File: config.mk
export PLATFORM = sky130hd
export DESIGN_NAME = apu_io_ports
export DESIGN_NICKNAME = d
export VERILOG_FILES = /design/src/rtl/apu_pkg.sv /design/src/rtl/apu_port_latch.sv /design/src/rtl/apu_io_ports.sv
export SDC_FILE = /design/constraint.sdc
export NUM_CORES = 1
export LEC_CHECK = 0
export BUFFER_PORTS_ARGS = -buffer_cell sky130_fd_sc_hd__buf_2
export CAP_MARGIN = 20
export CELL_PAD_IN_SITES_DETAIL_PLACEMENT = 1
export CELL_PAD_IN_SITES_GLOBAL_PLACEMENT = 1
export CORE_MARGIN = 4
export CORE_UTILIZATION = 44
export CTS_CLUSTER_DIAMETER = 120
export DETAILED_ROUTE_END_ITERATION = 16
export PLACE_DENSITY_LB_ADDON = 0.1
export SLEW_MARGIN = 25
export SYNTH_ARGS = -nofsm -noshare
export SYNTH_HDL_FRONTEND = slang
export SYNTH_SLANG_ARGS = --single-unit
File: constraint.sdc
create_clock -name clk -period 1.6 [get_ports clk]
set_input_delay 0.08 -clock clk [delete_from_list [all_inputs] [get_ports clk]]
set_output_delay 0.08 -clock clk [all_outputs]
set_load 0.03 [all_outputs]
File: src/rtl/apu_pkg.sv
// Shared constants for the APU I/O page: SMP nibble decode and CONTROL bit layout.
package apu_pkg;

    localparam logic [3:0] SMP_CONTROL = 4'h1;
    localparam logic [3:0] SMP_PORT0   = 4'h4;
    localparam logic [3:0] SMP_PORT1   = 4'h5;
    localparam logic [3:0] SMP_PORT2   = 4'h6;
    localparam logic [3:0] SMP_PORT3   = 4'h7;

    localparam int unsigned CTL_IPL   = 7;
    localparam int unsigned CTL_CLR23 = 5;
    localparam int unsigned CTL_CLR01 = 4;
    localparam int unsigned CTL_T2    = 2;
    localparam int unsigned CTL_T1    = 1;
    localparam int unsigned CTL_T0    = 0;

    // Bits that go from 0 to 1 between the old and new timer enables.
    function automatic logic [2:0] rising_bits(input logic [2:0] old_v, input logic [2:0] new_v);
        return new_v & ~old_v;
    endfunction

endpackage

File: src/rtl/apu_port_latch.sv
// One 8-bit mailbox register: write beats clear, synchronous reset beats both.
module apu_port_latch
    import apu_pkg::*;
(
    input  logic       clk,
    input  logic       reset,
    input  logic       wr,
    input  logic       clr,
    input  logic [7:0] wdata,
    output logic [7:0] q
);

    logic [7:0] data_d;
    logic [7:0] data_q;

    // Next-value select: write data, cleared, or hold.
    always_comb begin
        data_d = data_q;
        if (wr) begin
            data_d = wdata;
        end else if (clr) begin
            data_d = 8'h00;
        end else begin
            data_d = data_q;
        end
    end

    // State register with synchronous reset.
    always_ff @(posedge clk) begin
        if (reset) begin
            data_q <= 8'h00;
        end else begin
            data_q <= data_d;
        end
    end

    assign q = data_q;

endmodule

File: src/rtl/apu_io_ports.sv
// S-CPU <-> SPC700 mailbox ports plus the CONTROL register ($F1) driving IPL overlay and timers.
module apu_io_ports
    import apu_pkg::*;
(
    input  logic       clk,
    input  logic       reset,
    input  logic [1:0] cpu_addr,
    input  logic       cpu_rd,
    input  logic       cpu_wr,
    input  logic [7:0] cpu_wdata,
    output logic [7:0] cpu_rdata,
    input  logic [3:0] smp_addr,
    input  logic       smp_rd,
    input  logic       smp_wr,
    input  logic [7:0] smp_wdata,
    output logic [7:0] smp_rdata,
    output logic       ipl_en,
    output logic [2:0] timer_en,
    output logic [2:0] timer_restart
);

    logic [7:0] c2s_s [4];
    logic [7:0] s2c_s [4];
    logic [3:0] c2s_wr_s;
    logic [3:0] c2s_clr_s;
    logic [3:0] s2c_wr_s;
    logic       ctl_wr_s;

    logic [7:0] cpu_rdata_d, cpu_rdata_q;
    logic [7:0] smp_rdata_d, smp_rdata_q;
    logic       ipl_en_d, ipl_en_q;
    logic [2:0] timer_en_d, timer_en_q;
    logic [2:0] timer_restart_d, timer_restart_q;

    // Strobe decode for both buses.
    always_comb begin
        ctl_wr_s     = smp_wr && (smp_addr == SMP_CONTROL);
        c2s_clr_s[0] = ctl_wr_s && smp_wdata[CTL_CLR01];
        c2s_clr_s[1] = ctl_wr_s && smp_wdata[CTL_CLR01];
        c2s_clr_s[2] = ctl_wr_s && smp_wdata[CTL_CLR23];
        c2s_clr_s[3] = ctl_wr_s && smp_wdata[CTL_CLR23];
        for (int i = 0; i < 4; i++) begin
            c2s_wr_s[i] = cpu_wr && (cpu_addr == 2'(i));
            s2c_wr_s[i] = smp_wr && (smp_addr == (SMP_PORT0 + 4'(i)));
        end
    end

    for (genvar g = 0; g < 4; g++) begin : g_ports
        apu_port_latch u_c2s (
            .clk   (clk),
            .reset (reset),
            .wr    (c2s_wr_s[g]),
            .clr   (c2s_clr_s[g]),
            .wdata (cpu_wdata),
            .q     (c2s_s[g])
        );
        apu_port_latch u_s2c (
            .clk   (clk),
            .reset (reset),
            .wr    (s2c_wr_s[g]),
            .clr   (1'b0),
            .wdata (smp_wdata),
            .q     (s2c_s[g])
        );
    end

    // Read muxes (pre-edge latch values, so same-cycle writes are not visible) and CONTROL next state.
    always_comb begin
        cpu_rdata_d     = cpu_rdata_q;
        smp_rdata_d     = smp_rdata_q;
        ipl_en_d        = ipl_en_q;
        timer_en_d      = timer_en_q;
        timer_restart_d = 3'b000;
        if (cpu_rd) begin
            cpu_rdata_d = s2c_s[cpu_addr];
        end else begin
            cpu_rdata_d = cpu_rdata_q;
        end
        if (smp_rd) begin
            case (smp_addr)
                SMP_PORT0: smp_rdata_d = c2s_s[0];
                SMP_PORT1: smp_rdata_d = c2s_s[1];
                SMP_PORT2: smp_rdata_d = c2s_s[2];
                SMP_PORT3: smp_rdata_d = c2s_s[3];
                default:   smp_rdata_d = 8'h00;
            endcase
        end else begin
            smp_rdata_d = smp_rdata_q;
        end
        if (ctl_wr_s) begin
            ipl_en_d        = smp_wdata[CTL_IPL];
            timer_en_d      = {smp_wdata[CTL_T2], smp_wdata[CTL_T1], smp_wdata[CTL_T0]};
            timer_restart_d = rising_bits(timer_en_q, timer_en_d);
        end else begin
            ipl_en_d        = ipl_en_q;
            timer_en_d      = timer_en_q;
            timer_restart_d = 3'b000;
        end
    end

    // Output and control registers; reset overrides every strobe.
    always_ff @(posedge clk) begin
        if (reset) begin
            cpu_rdata_q     <= 8'h00;
            smp_rdata_q     <= 8'h00;
            ipl_en_q        <= 1'b1;
            timer_en_q      <= 3'b000;
            timer_restart_q <= 3'b000;
        end else begin
            cpu_rdata_q     <= cpu_rdata_d;
            smp_rdata_q     <= smp_rdata_d;
            ipl_en_q        <= ipl_en_d;
            timer_en_q      <= timer_en_d;
            timer_restart_q <= timer_restart_d;
        end
    end

    assign cpu_rdata     = cpu_rdata_q;
    assign smp_rdata     = smp_rdata_q;
    assign ipl_en        = ipl_en_q;
    assign timer_en      = timer_en_q;
    assign timer_restart = timer_restart_q;

endmodule

==> results, run 1 <==
- The flow ran to the end, and the final reports show no timing, DRC or antenna violations.
- At the pin with the least slew margin, the transition time is 516.8 ps.
- The max-slew violation count came to 0.
- The chip height is 99.09 um.
- For the worst setup path, the data required time is 1840 ps.
- The maximum number of pins on one net before global-route repair is 66.
- Tracing the worst setup path back leads to its startpoint at g_ports[3].u_s2c.q[7].
- The largest fanout on the critical path is 2.
- The total routed wirelength is 9983 um.
- Once layout is done, the placed cells without fillers occupy 4183 um^2.
- The clock latency on the worst-skew pair is 370 ps.
- The total of max-cap violations is 0.
- For this run, the leading register cell type out of synthesis is sky130_fd_sc_hd__dfxtp_1.
- After detailed routing, the met3 layer carries 476 um of wire.
- From synthesis to final layout, the design area changed by 14.56%.
- The post-route core utilization is 53.03%.
- The wire length of the first global-routing pass is 16490 um.
- The time the final worst path needs with I/O delays and setup is 1149 ps.
- The startpoint class of the critical path is a flip-flop.
- The worst setup path is of the reg2reg kind.
- The number of ports placed on the die boundary is 51.
- Before antenna repair, the detailed router went through 4 iterations.
- In the final layout, flip-flops and latches occupy 1742 um^2.
- The average instance area after synthesis is 9.684 um^2.
- For this run, asynchronously set or reset flops after synthesis account for 0%.
- The number of global-route vias before repair came to 3092.
- The area of the placeable core is 7888 um^2.
- The total number of nets in the final design is 446.
- For the final routed database, the setup TNS stands at 0 ps.
- The number of enable-type register cells in the synthesized netlist is 0.
- In this run the power density over the cells is 1004 nW/um^2.
- The repair_antennas step left the layout with diodes totalling 0.
- The number of hold violations in the final report is 0.
- The kind of end point of the critical path is a flip-flop.
- The DRC violation count after routing is 0.
- The multi-input combinational cells in the finished layout cover a total of 1714 um^2.
- The number of fill cells in the layout is 929.
- In this run the cell area measured after placement is 3955 um^2.
- The fraction of layout instances using a drive strength above 1 is 21.51%.
- The floorplan has 32 rows.
- Setup violations remaining at the end of the flow were counted as 0.
- In this run the most critical hold path is launched from smp_wdata[2].
- For this design the static power due to leakage is 1.665 nW.
- The worst supply voltage drop on vdd is 0.0004820 V.
- The post-route worst setup slack is 450.5 ps.
- Summed over all instances, the cell type with the most area after synthesis is sky130_fd_sc_hd__dfxtp_1.
- After detailed routing, the wire length on met1 is 5008 um.
- The final critical-path share of the clock period is 71.84%.
- The H-tree depth reported by CTS is 3.
- After detailed routing, no signal wire sits above met4.
- The number of antenna violations at the first check in global routing came to 0.
- The clock sink total is 87.
- The max-slew headroom at the worst pin is 65.54%.
- The clock passes through at most 2 buffers.
- The worst-case clock skew is 10.58 ps.
- Routability-driven placement finished with a final weighted congestion of 0.7798.
- The data arrival at the endpoint of the critical path is 1390 ps.
- Yosys printed 0 warnings.
- Ranked by total cell area, the synthesized netlist is headed by sky130_fd_sc_hd__dfxtp_1 (48%), sky130_fd_sc_hd__mux2i_1 (11%), sky130_fd_sc_hd__nand3_1 (7.4%).
- The CTS buffer count is 9.
- The clock-pin slew of the registers on the worst-case setup and hold paths is 90 ps.
- The distinct cell type count after synthesis is 30.
- The fmax is 0.8700 GHz.
- After detailed routing, the number of vias per cell comes to 5.823.
- Detailed routing placed a total of 4346 um of wire on met2.
- In this run, synthesis produced a sequential element count of 87.
- The overall track demand over capacity in global routing is 21.17%.
- The per-cell routed wire length is 19.02 um.
- For this run the aggregate overflow at the end of global routing stands at 0.
- The buffer count from post-CTS setup fixing is 0.
- The detailed router placed 3057 vias in this run.
- Setup repair after global routing left no endpoint under its margin.
- The commonest cells after synthesis are sky130_fd_sc_hd__dfxtp_1 (87), sky130_fd_sc_hd__nand3_1 (54), sky130_fd_sc_hd__mux2i_1 (40).
- The initial detailed-routing violation count is 129.
- The area enclosed by the die boundary is 9819 um^2.
- Once detailed placement completed, the half-perimeter wirelength came to 6875 um.
- In this run the clock root is driven by a sky130_fd_sc_hd__clkbuf_8.
- The effective utilization at floorplan is 46.29%.
- Among all cell types in the netlist, the one instantiated most often is sky130_fd_sc_hd__dfxtp_1.
- The class of the tightest hold or removal check is in2reg.
- The die is 99.09 um wide.
- The number of nets with antenna violations after routing is 0.
- The origin of the critical flop-to-flop path is g_ports[3].u_s2c.q[7].
- For this run, the register share of the synthesized area comes to 47.70%.
- TritonCTS built the clock tree.
- Timing analysis after detailed placement gives a worst setup slack of 192.3 ps.
- The cell count after synthesis is 377.
- The area of the mapped netlist is 3651 um^2.
- The area share of the largest cell type after synthesis is 47.70%.
- Buffers placed on the I/O ports in this run total 50.
- Synthesis produced a netlist with a net count of 405.
## layout by cell type (no fill, tap or decap), types with 2 or more instances in the layout
master | netlist | final
sky130_fd_sc_hd__dfxtp_1 | 87 | 87
sky130_fd_sc_hd__o21ai_0 | 20 | 20
sky130_fd_sc_hd__buf_4 | 4 | 12
sky130_fd_sc_hd__or3b_1 | 2 | 2
sky130_fd_sc_hd__buf_2 | 12 | 50
sky130_fd_sc_hd__a21oi_1 | 19 | 19
sky130_fd_sc_hd__nand3_1 | 54 | 54
sky130_fd_sc_hd__a22o_1 | 8 | 8
sky130_fd_sc_hd__nand2_1 | 34 | 34
sky130_fd_sc_hd__nor4b_1 | 3 | 3
sky130_fd_sc_hd__clkbuf_8 | 0 | 11
sky130_fd_sc_hd__mux4_2 | 8 | 8
sky130_fd_sc_hd__and3_1 | 2 | 2
sky130_fd_sc_hd__nor2_1 | 10 | 10
sky130_fd_sc_hd__mux2i_1 | 40 | 40
sky130_fd_sc_hd__o22ai_1 | 39 | 39
sky130_fd_sc_hd__nand4bb_1 | 2 | 2
sky130_fd_sc_hd__dlygate4sd3_1 | 0 | 2
sky130_fd_sc_hd__nand3b_1 | 3 | 3
## timing repair
action                    4_1_cts  5_1_grt
gates resized for setup         0        0
hold buffers                    2        0
hold endpoints to repair        5        0
## worst paths after layout
check                                        end  slack, ps  depth (start not counted)
worst max-delay path                cpu_rdata[7]        450                          3
worst min-delay path                 timer_en[2]         10                          3
worst max register to register      cpu_rdata[7]        450                          3
worst min register to register  timer_restart[2]        450                          1
## registers in the layout, indices dropped and copies added, names as in the netlist
signal	cells
g_ports.u_c2s.q	32
g_ports.u_s2c.q	32
cpu_rdata	8
smp_rdata	8
timer_en	3
timer_restart	3
ipl_en	1
## stage by stage
step / total power, mW / hold slack (ps) / std cells
2_1_floorplan: 2.495 / 227.7 / 377
3_3_place_gp: 2.610 / 363.7 / 507
3_5_place_dp: 2.621 / 368.0 / 507
4_1_cts: 4.219 / 1.927 / 525
5_1_grt: 4.368 / 15.29 / 525
6_report: 4.201 / 12.05 / 525
## worst max-delay path, stage by stage (launching register included)
cell                      delay [ps]
sky130_fd_sc_hd__dfxtp_1         330
sky130_fd_sc_hd__mux4_2          510
sky130_fd_sc_hd__mux2i_1         150
sky130_fd_sc_hd__nor2_1           50
## final cells by class
cell class | instances | area share, %
tap | 102 | 3.051
timing repair buffer | 65 | 9.094
inverter | 3 | 0.2692
sequential | 87 | 41.64
clock inverter | 4 | 1.256
multi-input combinational | 252 | 40.98
clock buffer | 12 | 3.709
## cells by family after synthesis
| group | synth area share [%] |
|---|---|
| AND/OR/NAND/NOR | 16.76 |
| AO/OA/AOI/OAI | 14.29 |
| flip-flops | 47.70 |
| multiplexers | 15.90 |
| buffers and inverters | 5.346 |
## power breakdown
part	total [mW]	internal, mW	switching [mW]	leakage [nW]
combinational	0.351	0.124	0.227	0.854
clock	1.62	0.814	0.810	0.107
sequential	2.22	2.20	0.0202	0.704
total	4.20	3.14	1.06	1.66
## routing by layer
metal  vias to the layer above  track usage, %
met5                         -               0
met4                         0           7.248
met3                        13           3.576
met2                        72           31.20
met1                      1502           31.27
li1                       1470               -
(Power assumes the default switching activity.)
==> inputs of run 2 (changes only) <==
- CORE_UTILIZATION: 44 -> 39
- clock period: 1.6 -> 1 ns (I/O delays scaled with it)
==> run 2 against run 1 <==
Net effect:
- the flow now finishes with violations (negative setup slack)
- setup slack worse by 570 ps
- clock-buffer cell count is 2 lower
- sequential cell count stayed put
- combinational power increased by 95%
- final cell count is 8.2% higher
- core utilization down 3.1 points
- via count is 6.4% higher
- critical path type unchanged
- critical endpoint unchanged
- largest power group unchanged
==> results, run 2 (same netlist as run 1, synthesis figures left out) <==
- The fmax is 0.8943 GHz (was 0.8700 GHz).
- The total number of nets in the final design is 482 (was 446).
- The chip height is 104.8 um (was 99.09 um).
- The number of port buffers came to 50 (unchanged).
- The standby leakage power is 1.864 nW (was 1.665 nW).
- The total of max-cap violations was 0 (unchanged).
- The maximum number of pins on one net before global-route repair is 39 (was 66).
- The instance area after placement is 4239 um^2 (was 3955 um^2).
- The fraction of power consumed by combinational cells is 9.5% (was 8.4%).
- The slew at the pin with the worst max-slew slack is 341.1 ps (was 516.8 ps).
- The post-place setup slack was -256.0 ps (was 192.3 ps).
- The buffer count from post-CTS setup fixing is 0 (unchanged).
- The internal power of the cells is 5.520 mW (was 3.143 mW).
- The detailed-router iteration count before antenna repair was 4 (unchanged).
- The max-slew violation count is 0 (unchanged).
- The CTS buffer count came to 9 (unchanged).
- The checks that failed: negative setup slack.
- The DRC violation count after routing is 0 (unchanged).
- The estimated wirelength of the detail-placed design was 7597 um (was 6875 um).
- The power density over the cells is 1566 nW/um^2 (was 1004 nW/um^2).
- The per-cell routed wire length is 18.87 um (was 19.02 um).
- The overall power of the completed layout was 7.188 mW (was 4.201 mW).
- The number of nets with antenna violations after routing came to 0 (unchanged).
- The number of diodes added for antenna fixing is 0 (unchanged).
- The portion of total power attributed to the clock network was 40.9% (was 38.7%).
- The detail-routed via count per cell was 5.725 (was 5.823).
- The worst-case clock skew is 2.776 ps (was 10.58 ps).
- The fraction of power spent switching nets was 23.20% (was 25.17%).
- The buffer type at the clock tree root is sky130_fd_sc_hd__clkbuf_8 (unchanged).
- The number of buffers on the longest clock path is 2 (unchanged).
- The final instance area is 4591 um^2 (was 4183 um^2).
- The max-slew headroom at the worst pin is 77.26% (was 65.54%).
- The fraction of layout instances using a drive strength above 1 is 28.45% (was 21.51%).
- The kind of end point of the critical path is a flip-flop (unchanged).
- The clock latency on the worst-skew pair is 360 ps (was 370 ps).
- The synthesis-to-layout area growth is 25.74% (was 14.56%).
- The final global-route overflow total is 0 (unchanged).
- The overall track demand over capacity in global routing is 19.83% (was 21.17%).
- The TritonCTS clock tree is built (unchanged).
- The switching power of the nets is 1.668 mW (was 1.057 mW).
- The number of hold violations in the final report was 0 (unchanged).
- The number of fill cells in the layout is 1065 (was 929).
- The cell count after placement is 545 (was 507).
- The most frequent standard cell in the layout excluding fill and tap cells is sky130_fd_sc_hd__dfxtp_1 (unchanged).
- The H-tree depth reported by CTS was 3 (unchanged).
- The critical setup path kind is reg2reg (unchanged).
- The class of the tightest hold or removal check is in2reg (unchanged).
- The final critical-path share of the clock period was 111.8% (was 71.84%).
- The number of antenna violations at the first check in global routing is 0 (unchanged).
- The wire length of the first global-routing pass is 17330 um (was 16490 um).
- The worst slack on hold paths came to 20.15 ps (was 12.05 ps).
- The number of global-route vias before repair came to 3300 (was 3092).
- The via count of the routed design is 3252 (was 3057).
- The worst supply voltage drop on vdd came to 0.0008500 V (was 0.0004820 V).
- The relative contribution of sequential cells to total power is 49.5% (was 53.0%).
- Setup repair after global routing missed its margin: true (was false).
- The chip width was 104.8 um (was 99.09 um).
- Commonest non-fill, non-tap cells in the layout: sky130_fd_sc_hd__dfxtp_1 (78), sky130_fd_sc_hd__nand3_1 (54), sky130_fd_sc_hd__buf_4 (43) (was sky130_fd_sc_hd__dfxtp_1 (87), sky130_fd_sc_hd__nand3_1 (54), sky130_fd_sc_hd__buf_2 (50)).
- The clock sink total is 87 (unchanged).
- The data required time of the worst path is 1260 ps (was 1840 ps).
- The clock-pin slew of the registers on the worst-case setup and hold paths is 80 ps (was 90 ps).
- The largest fanout on the critical path is 2 (unchanged).
- The post-layout instance count excluding filler cells is 568 (was 525).
- The total setup violations reported at the end of the flow is 8 (was 0).
- The area enclosed by the die boundary is 10970 um^2 (was 9819 um^2).
- The total routed wirelength was 10720 um (was 9983 um).
- The time the final worst path needs with I/O delays and setup was 1118 ps (was 1149 ps).
- The final estimated routing congestion in global placement came to 0.7569 (was 0.7798).
- The data arrival at the endpoint of the critical path is 1380 ps (was 1390 ps).
- The effective utilization at floorplan is 39.70% (was 46.29%).
- The area of the placeable core is 9196 um^2 (was 7888 um^2).
- The number of ports placed on the die boundary came to 51 (unchanged).
- The post-route worst setup slack is -118.3 ps (was 450.5 ps).
- The startpoint class of the critical path is a flip-flop (unchanged).
- The count of standard-cell rows is 35 (was 32).
- The initial detailed-routing violation count is 128 (was 129).
- Status: finished, violations left (was finished, final reports clean).
## run 2: through the flow
| step | util (%) | TNS (ps) |
|---|---|---|
| after global placement | 46.10 | -13150 |
| after floorplan | - | -1336 |
| after detailed placement | 46.10 | -14660 |
| after CTS | 49.65 | -766.3 |
| after global routing | 49.92 | -1138 |
| final | 49.92 | -730.5 |
## run 2: layout make-up
type	count	area [um^2]	share of cell area (%)
inverters	3	11.26	0.2453
repair buffers	100	728.2	15.86
flip-flops and latches	87	1753	38.18
well taps	111	138.9	3.025
multi-input cells	253	1727	37.61
clock inverters	4	95.09	2.071
clock buffers	10	137.6	2.998
## run 2: worst paths after layout
check / startpoint / end / slack (ps) / cells past startpoint
max: g_ports[3].u_s2c.q[7] / cpu_rdata[7] / -120 / 3
min: cpu_wdata[6] / g_ports[3].u_c2s.q[6] / 20 / 3
max reg2reg: g_ports[3].u_s2c.q[7] / cpu_rdata[7] / -120 / 3
min reg2reg: timer_en[2] / timer_restart[2] / 440 / 1
## run 2: routing by layer
metal	vias to the layer above	track usage [%]	part of all wire, %
li1	1542	-	-
met1	1625	28.68	50
met2	74	29.88	44
met3	11	3.953	4.4
met4	0	5.811	1.2
met5	-	0	0
## run 2: timing repair
| action | 4_1_cts | 5_1_grt |
|---|---|---|
| resized for setup | 7 | 12 |
| endpoints found under the setup margin | 12 | 16 |
| hold buffers | 8 | 0 |
| pin swaps | 0 | 1 |
| hold endpoints to repair | 19 | 0 |
| cloned | 0 | 1 |
## run 2: critical path: stages (launching register included)
cell	delay, ps
sky130_fd_sc_hd__dfxtp_2	330
sky130_fd_sc_hd__mux4_2	490
sky130_fd_sc_hd__mux2i_1	150
sky130_fd_sc_hd__nor2_1	60
## run 2: power groups by stage
| stage | clock [mW] | combinational, mW | sequential, mW |
|---|---|---|---|
| 3_5_place_dp | 0 | 0.653 | 3.64 |
| 2_1_floorplan | 0 | 0.354 | 3.64 |
| 5_1_grt | 3.16 | 0.742 | 3.57 |
| 3_3_place_gp | 0 | 0.645 | 3.64 |
| 4_1_cts | 3.01 | 0.681 | 3.56 |
| 6_report | 2.94 | 0.685 | 3.56 |
==> inputs of run 3 (changes only) <==
- SETUP_SLACK_MARGIN: unset -> 0.1
==> run 3 against run 2 <==
Net effect:
- clock skew is 3.3 ps higher
- via count fell by 1.6%
- hold slack got worse by 10 ps
- cell area up 7.4%
- the run still ends with negative setup slack left
==> results, run 3 (same netlist as run 1, synthesis figures left out) <==
- The CTS buffer count is 9 (unchanged).
- The overall power of the completed layout is 7.083 mW (was 7.188 mW).
- The number of antenna violations at the first check in global routing is 0 (unchanged).
- The TritonCTS clock tree is built (unchanged).
- The number of ports placed on the die boundary was 51 (unchanged).
- The met1 track demand over resource in global routing is 29.64% (was 28.68%).
- The startpoint class of the critical path is a flip-flop (unchanged).
- The post-layout instance count excluding filler cells is 580 (was 568).
- The busiest layer in global routing is met2 (unchanged).
- The H-tree depth reported by CTS is 3 (unchanged).
- The largest fanout on the critical path is 2 (unchanged).
- The clock-pin slew of the registers on the worst-case setup and hold paths is 90 ps (was 80 ps).
- The overall track demand over capacity in global routing is 20.34% (was 19.83%).
- The max-slew headroom at the worst pin is 75.67% (was 77.26%).
- Setup repair after global routing missed its margin: true (unchanged).
- The post-route worst setup slack is -150.3 ps (was -118.3 ps).
- The master of the slowest instance on the critical path is sky130_fd_sc_hd__mux4_2 (unchanged).
- The area of all sequential standard cells is 1798 um^2 (was 1753 um^2).
- The chip height is 104.8 um (unchanged).
- The fraction of layout instances using a drive strength above 1 is 40.94% (was 28.45%).
- The synthesis-to-layout area growth is 35.06% (was 25.74%).
- The largest stage delay on the critical path is 470 ps (was 490 ps).
- The standby leakage power was 1.950 nW (was 1.864 nW).
- The buffer type at the clock tree root is sky130_fd_sc_hd__clkbuf_8 (unchanged).
- The kind of end point of the critical path is a flip-flop (unchanged).
- The effective utilization at floorplan came to 39.70% (unchanged).
- The total number of nets in the final design is 492 (was 482).
- The combined buffer and inverter count along the critical path is 0 (unchanged).
- The DRC violation count after routing came to 0 (unchanged).
- The area enclosed by the die boundary was 10970 um^2 (unchanged).
- The estimated wirelength of the detail-placed design is 7364 um (was 7597 um).
- The worst supply voltage drop on vdd is 0.0005336 V (was 0.0008500 V).
- Worst-path cell chain: mux4_2, mux2i_1, nor2_1 (unchanged).
- The chip width was 104.8 um (unchanged).
- The cell count after placement is 542 (was 545).
- The detailed-router iteration count before antenna repair is 4 (unchanged).
- The number of buffers on the longest clock path was 2 (unchanged).
- The final global-route overflow total is 0 (unchanged).
- The post-place setup slack is -265.3 ps (was -256.0 ps).
- The clock latency on the worst-skew pair is 360 ps (about the same).
- The number of fill cells in the layout is 994 (was 1065).
- The number of hold violations in the final report is 0 (unchanged).
- The maximum number of pins on one net before global-route repair is 35 (was 39).
- The via count of the routed design was 3201 (was 3252).
- The power density over the cells is 1437 nW/um^2 (was 1566 nW/um^2).
- The total routed wirelength is 10850 um (was 10720 um).
- The count of standard-cell rows is 35 (unchanged).
- Failing checks: negative setup slack (unchanged).
- The final critical-path share of the clock period is 115.0% (was 111.8%).
- The total negative slack for setup checks is -725.4 ps (was -730.5 ps).
- The number of global-route vias before repair is 3350 (was 3300).
- The total setup violations reported at the end of the flow came to 8 (unchanged).
- The total of max-cap violations was 0 (unchanged).
- Status: finished, violations left (unchanged).
- The initial detailed-routing violation count is 118 (was 128).
- The area of the placeable core is 9196 um^2 (unchanged).
- The clock sink total is 87 (unchanged).
- The data required time of the worst path was 1260 ps (about the same).
- The post-route core utilization came to 53.62% (was 49.92%).
- The multi-input combinational cell area is 1803 um^2 (was 1727 um^2).
- The slew at the pin with the worst max-slew slack came to 365.0 ps (was 341.1 ps).
- The wire length of the first global-routing pass is 17770 um (was 17330 um).
- The most frequent standard cell in the layout excluding fill and tap cells is sky130_fd_sc_hd__nand3_1 (was sky130_fd_sc_hd__dfxtp_1).
- The max-slew violation count is 0 (unchanged).
- The number of diodes added for antenna fixing is 0 (unchanged).
- The detail-routed via count per cell is 5.519 (was 5.725).
- Commonest non-fill, non-tap cells in the layout: sky130_fd_sc_hd__nand3_1 (54), sky130_fd_sc_hd__buf_4 (46), sky130_fd_sc_hd__dfxtp_2 (45) (was sky130_fd_sc_hd__dfxtp_1 (78), sky130_fd_sc_hd__nand3_1 (54), sky130_fd_sc_hd__buf_4 (43)).
- The data arrival at the endpoint of the critical path is 1410 ps (was 1380 ps).
- The met2 track demand over resource was 30.89% (was 29.88%).
- The worst-case clock skew was 6.066 ps (was 2.776 ps).
- The class of the tightest hold or removal check is in2reg (unchanged).
- The met3 capacity usage during global routing came to 3.953% (unchanged).
- The time the final worst path needs with I/O delays and setup came to 1150 ps (was 1118 ps).
- The number of port buffers was 50 (unchanged).
- The number of nets with antenna violations after routing is 0 (unchanged).
- The fmax is 0.8693 GHz (was 0.8943 GHz).
- The per-cell routed wire length came to 18.71 um (was 18.87 um).
- The final estimated routing congestion in global placement is 0.7914 (was 0.7569).
- The critical setup path kind is reg2reg (unchanged).
- The category of cells accounting for the largest share of critical-path delay is multiplexers (unchanged).
==> run 3: path summary, 6_finish.rpt <==
| check | start | endpoint | slack, ps | cells past startpoint |
|---|---|---|---|---|
| setup reg to reg | g_ports[1].u_s2c.q[7] | cpu_rdata[7] | -150 | 3 |
| hold / removal | smp_wdata[4] | g_ports[2].u_s2c.q[4] | 10 | 3 |
| setup / recovery | g_ports[1].u_s2c.q[7] | cpu_rdata[7] | -150 | 3 |
| hold reg to reg | timer_en[0] | timer_restart[0] | 440 | 1 |
==> run 3: where the power goes <==
| group | switching [mW] | leakage (nW) | internal, mW | total (mW) |
|---|---|---|---|---|
| sequential | 0.0378 | 0.725 | 3.53 | 3.57 |
| combinational | 0.404 | 1.12 | 0.318 | 0.722 |
| clock | 1.36 | 0.104 | 1.43 | 2.79 |
==> run 3: stage by stage <==
| stage | instance area [um^2] | hold WS (ps) |
|---|---|---|
| detailed placement | 4297 | 342.5 |
| global route | 4931 | 25.03 |
| CTS | 4845 | 5.511 |
| global placement | 4297 | 327.9 |
| finish | 4931 | 10.07 |
| floorplan | 3771 | 196.4 |
==> run 3: per-layer routing <==
layer	vias up	part of all wire [%]
li1	1563	-
met1	1564	52
met2	62	44
met3	12	3.1
met4	0	0.92
met5	-	0
==> run 3: layout make-up <==
cell class / instances / area share (%)
Tap cell: 111 / 2.817
Clock buffer: 10 / 2.588
Sequential cell: 87 / 36.46
Clock inverter: 6 / 1.878
Inverter: 3 / 0.2284
Timing Repair Buffer: 111 / 19.46
Multi-Input combinational cell: 252 / 36.56
==> run 3: worst register-to-register path: stages, from the launching register on <==
cell	delay, ps
sky130_fd_sc_hd__dfxtp_1	350
sky130_fd_sc_hd__mux4_2	470
sky130_fd_sc_hd__mux2i_1	180
sky130_fd_sc_hd__nor2_1	60
==> run 3: what timing repair did <==
| action | 4_1_cts | 5_1_grt |
|---|---|---|
| buffers inserted | 9 | 5 |
| endpoints found under the setup margin | 35 | 40 |
| hold buffers | 8 | 0 |
| resized for setup | 75 | 23 |
| hold endpoints to repair | 20 | 0 |
| pin swaps | 8 | 11 |
